[config.mk]
export PLATFORM = sky130hd
export DESIGN_NAME = mux_arbiter_0
export DESIGN_NICKNAME = d
export VERILOG_FILES = /design/src/rtl/mux_arbiter_0.sv
export SDC_FILE = /design/constraint.sdc
export NUM_CORES = 1
export LEC_CHECK = 0
export CAP_MARGIN = 20
export CORE_MARGIN = 1.5
export CORE_UTILIZATION = 30
export DETAILED_ROUTE_END_ITERATION = 8
export HOLD_SLACK_MARGIN = 0.15
export MAX_ROUTING_LAYER = met4
export PLACE_DENSITY = 0.57
export SETUP_SLACK_MARGIN = 0.1
export SYNTH_ARGS = -nofsm -noshare
export SYNTH_HDL_FRONTEND = slang
export SYNTH_HIERARCHICAL = 1
export SYNTH_SLANG_ARGS = --single-unit
[constraint.sdc]
create_clock -name clk -period 1.7 [get_ports clk]
set_clock_uncertainty 0.1 [all_clocks]
set_input_delay 0.255 -clock clk [delete_from_list [all_inputs] [get_ports clk]]
set_output_delay 0.255 -clock clk [all_outputs]
set_load 0.1 [all_outputs]
[src/rtl/mux_arbiter_0.sv]
// Round-robin arbiter driving a mux_0 tree; registered one-hot grant held until the owner releases.
// Optional per-ownership timeout is compiled in with MUX_ARB_TIMEOUT_EN.

module mux_0 (
  input  logic a,
  input  logic b,
  input  logic s,
  output logic y
);
  assign y = (a & ~s) | (b & s);
endmodule

module and_0 (
  input  logic a,
  input  logic b,
  output logic y
);
  assign y = a & b;
endmodule

module mux_arbiter_0 #(
  parameter int NUM_REQ  = 4,
  parameter int HOLD_MAX = 8
) (
  input  logic                       clk,
  input  logic                       rst,
  input  logic [NUM_REQ-1:0]         req,
  input  logic [NUM_REQ-1:0]         data_in,
  output logic [NUM_REQ-1:0]         gnt,
  output logic [$clog2(NUM_REQ)-1:0] sel,
  output logic                       busy,
  output logic                       out
);
  localparam int SEL_W = $clog2(NUM_REQ);

  if (!(NUM_REQ == 2 || NUM_REQ == 4 || NUM_REQ == 8) || HOLD_MAX < 2 || HOLD_MAX > 255) begin : g_bad_params
    $error("mux_arbiter_0: illegal NUM_REQ or HOLD_MAX");
  end

  typedef enum logic [1:0] {IDLE, OWN, GAP} state_t;

  state_t             state_reg, state_next;
  logic [SEL_W-1:0]   ptr_reg, ptr_next;
  logic [NUM_REQ-1:0] gnt_reg, gnt_next;
  logic [SEL_W-1:0]   sel_reg, sel_next;
  logic               busy_reg, busy_next;

  logic [SEL_W-1:0]   win;
  logic [SEL_W-1:0]   idx;
  logic               found;
  logic               timeout;
  logic               owner_done;

  // Scan offsets high to low so the smallest offset from ptr wins.
  always_comb begin
    win   = ptr_reg;
    idx   = ptr_reg;
    found = 1'b0;
    for (int i = NUM_REQ - 1; i >= 0; i--) begin
      idx = ptr_reg + SEL_W'(i);
      if (req[idx]) begin
        win   = idx;
        found = 1'b1;
      end
    end
  end

  assign owner_done = ~req[sel_reg] | timeout;

`ifdef MUX_ARB_TIMEOUT_EN
  logic [7:0] hold_reg, hold_next;

  assign timeout = (hold_reg == 8'(HOLD_MAX - 1));

  always_comb begin
    hold_next = hold_reg;
    case (state_reg)
      IDLE:    if (found) hold_next = 8'd0;
      OWN:     hold_next = owner_done ? 8'd0 : hold_reg + 8'd1;
      default: hold_next = 8'd0;
    endcase
  end

  always_ff @(posedge clk) begin
    if (rst) hold_reg <= 8'd0;
    else     hold_reg <= hold_next;
  end
`else
  assign timeout = 1'b0;
`endif

  // State register (grant/select/busy are registered outputs alongside the FSM state).
  always_ff @(posedge clk) begin
    if (rst) begin
      state_reg <= IDLE;
      ptr_reg   <= '0;
      gnt_reg   <= '0;
      sel_reg   <= '0;
      busy_reg  <= 1'b0;
    end else begin
      state_reg <= state_next;
      ptr_reg   <= ptr_next;
      gnt_reg   <= gnt_next;
      sel_reg   <= sel_next;
      busy_reg  <= busy_next;
    end
  end

  // Next-state logic
  always_comb begin
    state_next = state_reg;
    ptr_next   = ptr_reg;
    case (state_reg)
      IDLE: if (found) state_next = OWN;
      OWN: begin
        if (owner_done) begin
          state_next = GAP;
          ptr_next   = sel_reg + SEL_W'(1);
        end
      end
      default: state_next = IDLE;
    endcase
  end

  // Output logic
  always_comb begin
    gnt_next  = gnt_reg;
    sel_next  = sel_reg;
    busy_next = busy_reg;
    case (state_reg)
      IDLE: begin
        if (found) begin
          gnt_next      = '0;
          gnt_next[win] = 1'b1;
          sel_next      = win;
          busy_next     = 1'b1;
        end else begin
          busy_next = 1'b0;
        end
      end
      OWN: begin
        if (owner_done) begin
          gnt_next  = '0;
          busy_next = 1'b0;
        end
      end
      default: begin
        gnt_next  = '0;
        busy_next = 1'b0;
      end
    endcase
  end

  assign gnt  = gnt_reg;
  assign sel  = sel_reg;
  assign busy = busy_reg;

  // Heap-ordered mux tree: node k has children 2k+1 (sel bit 0) and 2k+2 (sel bit 1);
  // the root decodes the select MSB, leaves sit at NUM_REQ-1+i.
  logic [2*NUM_REQ-2:0] tree;

  for (genvar gi = 0; gi < NUM_REQ; gi++) begin : g_leaf
    assign tree[NUM_REQ-1+gi] = data_in[gi];
  end

  for (genvar gi = 0; gi < SEL_W; gi++) begin : g_level
    for (genvar gj = 0; gj < (1 << gi); gj++) begin : g_node
      localparam int K = (1 << gi) - 1 + gj;
      mux_0 u_mux (
        .a (tree[2*K+1]),
        .b (tree[2*K+2]),
        .s (sel_reg[SEL_W-1-gi]),
        .y (tree[K])
      );
    end
  end

  and_0 u_gate (
    .a (busy_reg),
    .b (tree[0]),
    .y (out)
  );

endmodule

==> results of run 1 <==
## routing by layer
layer | routed length [um] | vias to the layer above
li1 | - | 295
met1 | 604 | 278
met2 | 793 | 21
met3 | 109 | 0
met4 | 0 | 0
met5 | 0 | -
## layout by cell type, fill, tap and decap left out, types with 2 or more instances in the layout
master / n
nand2_1: 6
nand3b_1: 3
clkbuf_4: 3
nor2b_1: 3
buf_12: 8
nor2_1: 5
a21oi_1: 6
and2b_1: 2
dfxtp_2: 3
buf_4: 5
nand2_2: 3
mux2_4: 3
clkdlybuf4s50_1: 5
o21ai_0: 4
dlygate4sd2_1: 4
buf_6: 2
dfxtp_1: 7
## per-stage QoR
stage,hold WS (ns),instance area [um2],TNS [ns],instances
6_report,0.394,980,-0.272,119
5_1_grt,0.419,980,-0.599,119
4_1_cts,0.397,933,-0.204,116
3_5_place_dp,0.387,897,-2.41,111
3_3_place_gp,0.380,897,-2.24,111
2_1_floorplan,0.227,602,-0.121,67
## layout make-up
cell class,count,area share
Multi-Input combinational cell,54,0.393
Timing Repair Buffer,24,0.312
Sequential cell,11,0.232
Tap cell,25,0.0319
Clock buffer,4,0.0268
Inverter,1,0.00383
## cells by family after synthesis
logic type	synth area share
flops	0.373
buf+inv	0.0212
xor+xnor	0.0148
compound gates	0.174
simple gates	0.303
mux	0.114
## Yosys cell counts (all sizes together)
library cell | n | area share
a211oi | 2 | 0.025
a21o | 1 | 0.013
a21oi | 7 | 0.066
a32oi | 1 | 0.015
and2 | 1 | 0.011
and2b | 2 | 0.025
and4 | 1 | 0.019
dfxtp | 11 | 0.37
dlygate4sd1 | 1 | 0.015
inv | 1 | 0.0063
mux2 | 3 | 0.076
mux4 | 1 | 0.038
nand2 | 10 | 0.064
nand3 | 1 | 0.0085
nand3b | 3 | 0.038
nor2 | 5 | 0.032
nor2b | 4 | 0.047
nor3 | 1 | 0.0085
nor4 | 1 | 0.011
o21ai | 5 | 0.042
o31ai | 1 | 0.013
or2b | 1 | 0.015
or3 | 1 | 0.011
or3b | 1 | 0.015
xnor2 | 1 | 0.015
## power by group
part | internal (mW) | switching (mW) | leakage, nW
clock | 0.0908 | 0.0854 | 0.0150
combinational | 0.188 | 0.238 | 0.273
sequential | 0.287 | 0.0334 | 0.0921
total | 0.565 | 0.357 | 0.380
## what timing repair did
| item | in CTS | in global routing |
|---|---|---|
| pin swaps | 0 | 5 |
| resized for setup | 6 | 8 |
| setup buffers | 1 | 3 |
| setup endpoints to repair | 10 | 9 |
| cloned | 0 | 0 |
## worst reg2reg max path, cell delays in order, from the launching register on
cell     delay, ns
dfxtp_4       0.37
buf_4         0.11
buf_6         0.11
mux4_2        0.56
nand2_2       0.12
nand2_4       0.08
a32oi_1       0.16
nor2_1        0.05
## final timing paths
path,from,to,slack (ns),depth (start not counted)
setup / recovery,sel[0],out,-0.16,4
hold / removal,gnt[1],gnt[1],0.39,2
setup reg to reg,sel[0],gnt[3],-0.09,7
hold reg to reg,gnt[1],gnt[1],0.39,2
==> summary.md, run 1 <==
| Metric | Value |
|---|---|
| Initial drt markers | `10` |
| First-pass GRT wire length | `2350 um` |
| Largest register FFs | `4` |
| Syn_nets | `77` |
| Initial antenna violation count | `0` |
| Max incr delay on CP | `approximately 0.37 ns` |
| Vias in the first global route | `518` |
| Max_slew headroom | `0.643` |
| Busiest grt layer | `met2` |
| Fin. max-slew vios | `0` |
| Core ar. | `between 1500 and 2000 um2` |
| Final antenna diode count | `0` |
| Congestion Overflow GR | `0` |
| Dpl ws | `-0.287 ns` |
| CTS max path bufs | `2` |
| CTS hold repair buffers | `0` |
| Number of vias per cell | `4.99` |
| Die width | `47.4 um` |
| Worst setup SP type | `register` |
| Crit path top cell by count | `mux2_4` |
| Pwr per Cell Area | `942 nW/um2` |
| Initial core utilization | `0.331` |
| Max Cap Viol | `0` |
| Sink Count | `11` |
| Period utilization | `1.09` |
| Worst skew pair latency | `between 0.2 and 0.3 ns` |
| Largest net degree at the start of global routing | `12` |
| Static leakage | `roughly 0.38 nW` |
| Num CTS Buffers | `3` |
| Critical Path Fanout Max | `3` |
| Worst path slowest cell | `dfxtp_4` |
| VDD IR max | `0.688 mV` |
| Global routing met1 resource utilization | `0.194` |
| Residual DRC count | `0` |
| Min cycle time layout | `around 1.9 ns` |
| Root buffer cell | `clkbuf_4` |
| Total die area | `2240 um2` |
| Synth Cell Area | `between 500 and 600 um2` |
| # setup viols final | `5` |
| H-tree Lvls | `1` |
| Clock slew at reported path FFs | `0.07 ns` |
| Layout cells sized above 1 | `0.383` |
| RSZ-0062 raised after global routing | `yes` |
| Yosys reg bits | `11` |
| Die Y | `47.4 um` |
| Critical Path End Type | `primary output` |
| Failing checks | `setup timing` |
| WP data arrival | `1.50 ns` |
| Critical Path RT | `1.34 ns` |
| Final hold violations | `0` |
| Post-layout util | `0.549` |
| Crit Path Category | `register to primary output` |
| GPL Wtd Cong | `0.750` |
| Area growth syn-to-layout | `65.9%` |
| FP Rows | `15` |
| Power consumption | `0.922 mW` |
| Nets | `105` |
| Ports | `18` |
| CP top delay family | `multiplexers` |
| Critical path buffers and inverters | `1` |
| I/O Buffers | `17` |
| Final setup margin | `-0.155 ns` |
| Synth unique cells | `27` |
| Grt met2 use | `0.254` |
| DRT Wirelength | `1510 um` |
| Fillers | `166` |
| Synth Warn # | `6` |
| Post-synthesis sequential area ratio | `0.373` |
| Final antenna-violating net count | `0` |
| Post-DP HPWL | `1110 um` |
| Initial DRT Pass Iterations | `4` |
| Syn Area/Cell | `roughly 9 um2` |
| Max Freq | `around 540 MHz` |
| Global Route met3 Usage | `0.0577` |
| Worst slew pin tran | `0.531 ns` |
| Status | `finished, violations left` |
| CTS tree | `done` |
| Multi-input logic area | `385 um2` |
| Hold Crit Class | `register to register` |
| Critical-path cell list | `mux2_4 > mux2_4 > and2_4 > buf_12` |
| Drt wl/cell | `around 13 um` |
| Syn Inst Count | `67` |
| Storage cell area | `228 um2` |
| Vias | `594` |
| GRT Util Overall | `0.158` |
No activity file was read; power rests on OpenSTA's default activity.
==> run 2: changes to the inputs <==
--- a/config.mk
+++ b/config.mk
@@ -6,12 +6,13 @@
 export NUM_CORES = 1
 export LEC_CHECK = 0
 export CAP_MARGIN = 20
-export CORE_MARGIN = 1.5
+export CORE_MARGIN = 2
 export CORE_UTILIZATION = 30
 export DETAILED_ROUTE_END_ITERATION = 8
+export DONT_BUFFER_PORTS = 1
 export HOLD_SLACK_MARGIN = 0.15
 export MAX_ROUTING_LAYER = met4
-export PLACE_DENSITY = 0.57
+export PLACE_DENSITY = 0.45
 export SETUP_SLACK_MARGIN = 0.1
 export SYNTH_ARGS = -nofsm -noshare
 export SYNTH_HDL_FRONTEND = slang
==> summary.md, run 2 (synthesized netlist as in run 1, its figures left out) <==
| Metric | Value |
|---|---|
| Final antenna-violating net count | `0 (unchanged)` |
| Die Y | `48.4 um (was 47.4 um)` |
| Post-DP HPWL | `989 um (was 1110 um)` |
| Failing checks | `setup timing (unchanged)` |
| Max incr delay on CP | `0.35 ns (was 0.37 ns)` |
| Max_slew headroom | `0.649 (was 0.643)` |
| Final hold violations | `0 (unchanged)` |
| Static leakage | `0.327 nW (was 0.380 nW)` |
| Critical Path Fanout Max | `3 (unchanged)` |
| Root buffer cell | `clkbuf_4 (unchanged)` |
| Vias | `556 (was 594)` |
| Nets | `97 (was 105)` |
| RSZ-0062 raised after global routing | `yes (unchanged)` |
| Vias in the first global route | `512 (was 518)` |
| Core ar. | `1900 um2 (was 1780 um2)` |
| Crit path top cell by count | `mux2_4 (unchanged)` |
| Status | `finished, violations left (unchanged)` |
| Most common cell after layout, fill and taps aside | `buf_4 (was buf_12)` |
| Initial core utilization | `0.311 (was 0.331)` |
| Initial drt markers | `0 (was 10)` |
| DRT Wirelength | `1370 um (was 1510 um)` |
| H-tree Lvls | `1 (unchanged)` |
| Critical Path End Type | `primary output (unchanged)` |
| Layout cells sized above 1 | `0.430 (was 0.383)` |
| # setup viols final | `4 (was 5)` |
| Drt wl/cell | `12.1 um (was 12.7 um)` |
| Worst hold slack | `0.246 ns (was 0.394 ns)` |
| Worst skew pair latency | `0.27 ns (about the same)` |
| Area growth syn-to-layout | `39.0% (was 65.9%)` |
| Num CTS Buffers | `3 (unchanged)` |
| Max Freq | `535 MHz (was 539 MHz)` |
| Initial DRT Pass Iterations | `1 (was 4)` |
| Max Cap Viol | `0 (unchanged)` |
| Period utilization | `1.10 (was 1.09)` |
| Critical-path cell list | `buf_6 > mux2_4 > mux2_4 > and2_4 (was mux2_4 > mux2_4 > and2_4 > buf_12)` |
| Crit Path Category | `register to primary output (unchanged)` |
| Residual DRC count | `0 (unchanged)` |
| Ports | `18 (unchanged)` |
| Critical Path RT | `1.34 ns (about the same)` |
| Fillers | `206 (was 166)` |
| Worst slew pin tran | `0.523 ns (was 0.531 ns)` |
| Hold Crit Class | `input pin to register (was register to register)` |
| Worst setup SP type | `register (unchanged)` |
| GRT Util Overall | `0.130 (was 0.158)` |
| Multi-input logic area | `397 um2 (was 385 um2)` |
| Initial antenna violation count | `0 (unchanged)` |
| Pwr per Cell Area | `1040 nW/um2 (was 942 nW/um2)` |
| Congestion Overflow GR | `0 (unchanged)` |
| VDD IR max | `0.709 mV (was 0.688 mV)` |
| First-pass GRT wire length | `2340 um (was 2350 um)` |
| I/O Buffers | `0 (was 17)` |
| Number of vias per cell | `4.92 (was 4.99)` |
| WP data arrival | `1.52 ns (was 1.50 ns)` |
| Die width | `48.4 um (was 47.4 um)` |
| Worst path slowest cell | `dfxtp_4 (unchanged)` |
| Placed inst area | `709 um2 (was 897 um2)` |
| Sink Count | `11 (unchanged)` |
| Design area | `821 um2 (was 980 um2)` |
| Final antenna diode count | `0 (unchanged)` |
| CTS tree | `done (unchanged)` |
| Fin. max-slew vios | `0 (unchanged)` |
| GPL Wtd Cong | `0.721 (was 0.750)` |
| Total die area | `2340 um2 (was 2240 um2)` |
| Final setup margin | `-0.170 ns (was -0.155 ns)` |
| Commonest cells after routing, fill and taps aside | `12 x buf_4, 8 x dfxtp_1 (was 8 x buf_12, 7 x dfxtp_1, 6 x nand2_1, 6 x a21oi_1)` |
| Power consumption | `0.853 mW (was 0.922 mW)` |
| FP Rows | `16 (was 15)` |
| Largest register FFs | `4 (unchanged)` |
| Storage cell area | `226 um2 (was 228 um2)` |
| Largest net degree at the start of global routing | `12 (unchanged)` |
| Min cycle time layout | `1.87 ns (was 1.86 ns)` |
| Clock slew at reported path FFs | `0.07 ns (about the same)` |
| CTS max path bufs | `2 (unchanged)` |
run 2: cell count changes in the layout (fill, tap and decap cells not counted), sizes merged:
cell,delta
dlygate4sd3,+1
clkdlybuf4s50,-5
dlygate4sd2,-4
run 2: worst max-delay path, delay by kind of cell (launching register included):
family | cells | cell delay [ns]
multiplexers | 2 | 0.55
flip-flops | 1 | 0.35
AND/OR/NAND/NOR | 1 | 0.24
buffers and inverters | 1 | 0.12
run 2: cell type report:
class                   count  share of cell area
multi-input cells          54               0.483
flip-flops and latches     11               0.276
repair buffers             16               0.163
well taps                  27              0.0412
clock buffers               4              0.0320
inverters                   1             0.00457
run 2: where the power goes:
group / leakage (nW) / internal, mW / switching, mW
clock: 0.0150 / 0.0908 / 0.0889
combinational: 0.220 / 0.131 / 0.240
sequential: 0.0917 / 0.285 / 0.0170
run 2: timing repair:
item | in CTS | in global routing
gates resized for setup | 3 | 9
pin swaps | 2 | 4
hold buffers | 1 | 0
endpoints found under the setup margin | 1 | 7
buffers inserted | 1 | 3
hold endpoints to repair | 11 | 0
run 2: metrics by stage:
stage,setup slack [ns],utilization,cells,setup TNS [ns]
after floorplan,-0.0330,-,67,-0.121
after global placement,0.0866,0.373,104,0
after detailed placement,0.0805,0.373,104,0
after CTS,-0.179,0.402,110,-0.179
after global routing,-0.222,0.432,113,-0.482
final,-0.170,0.432,113,-0.198
run 2: path summary, 6_finish.rpt:
| check | from | endpoint | slack [ns] | cells past startpoint |
|---|---|---|---|---|
| worst min-delay path | req[0] | sel[0] | 0.25 | 4 |
| worst max register to register | sel[0] | gnt[3] | -0.02 | 7 |
| worst max-delay path | sel[0] | out | -0.17 | 4 |
| worst min register to register | busy | busy | 0.39 | 2 |
run 2: per-layer routing:
layer  wire (um)  GRT usage
met1         567      0.153
met2         697      0.206
met3          96     0.0586
met4           6     0.0286
met5           0          -
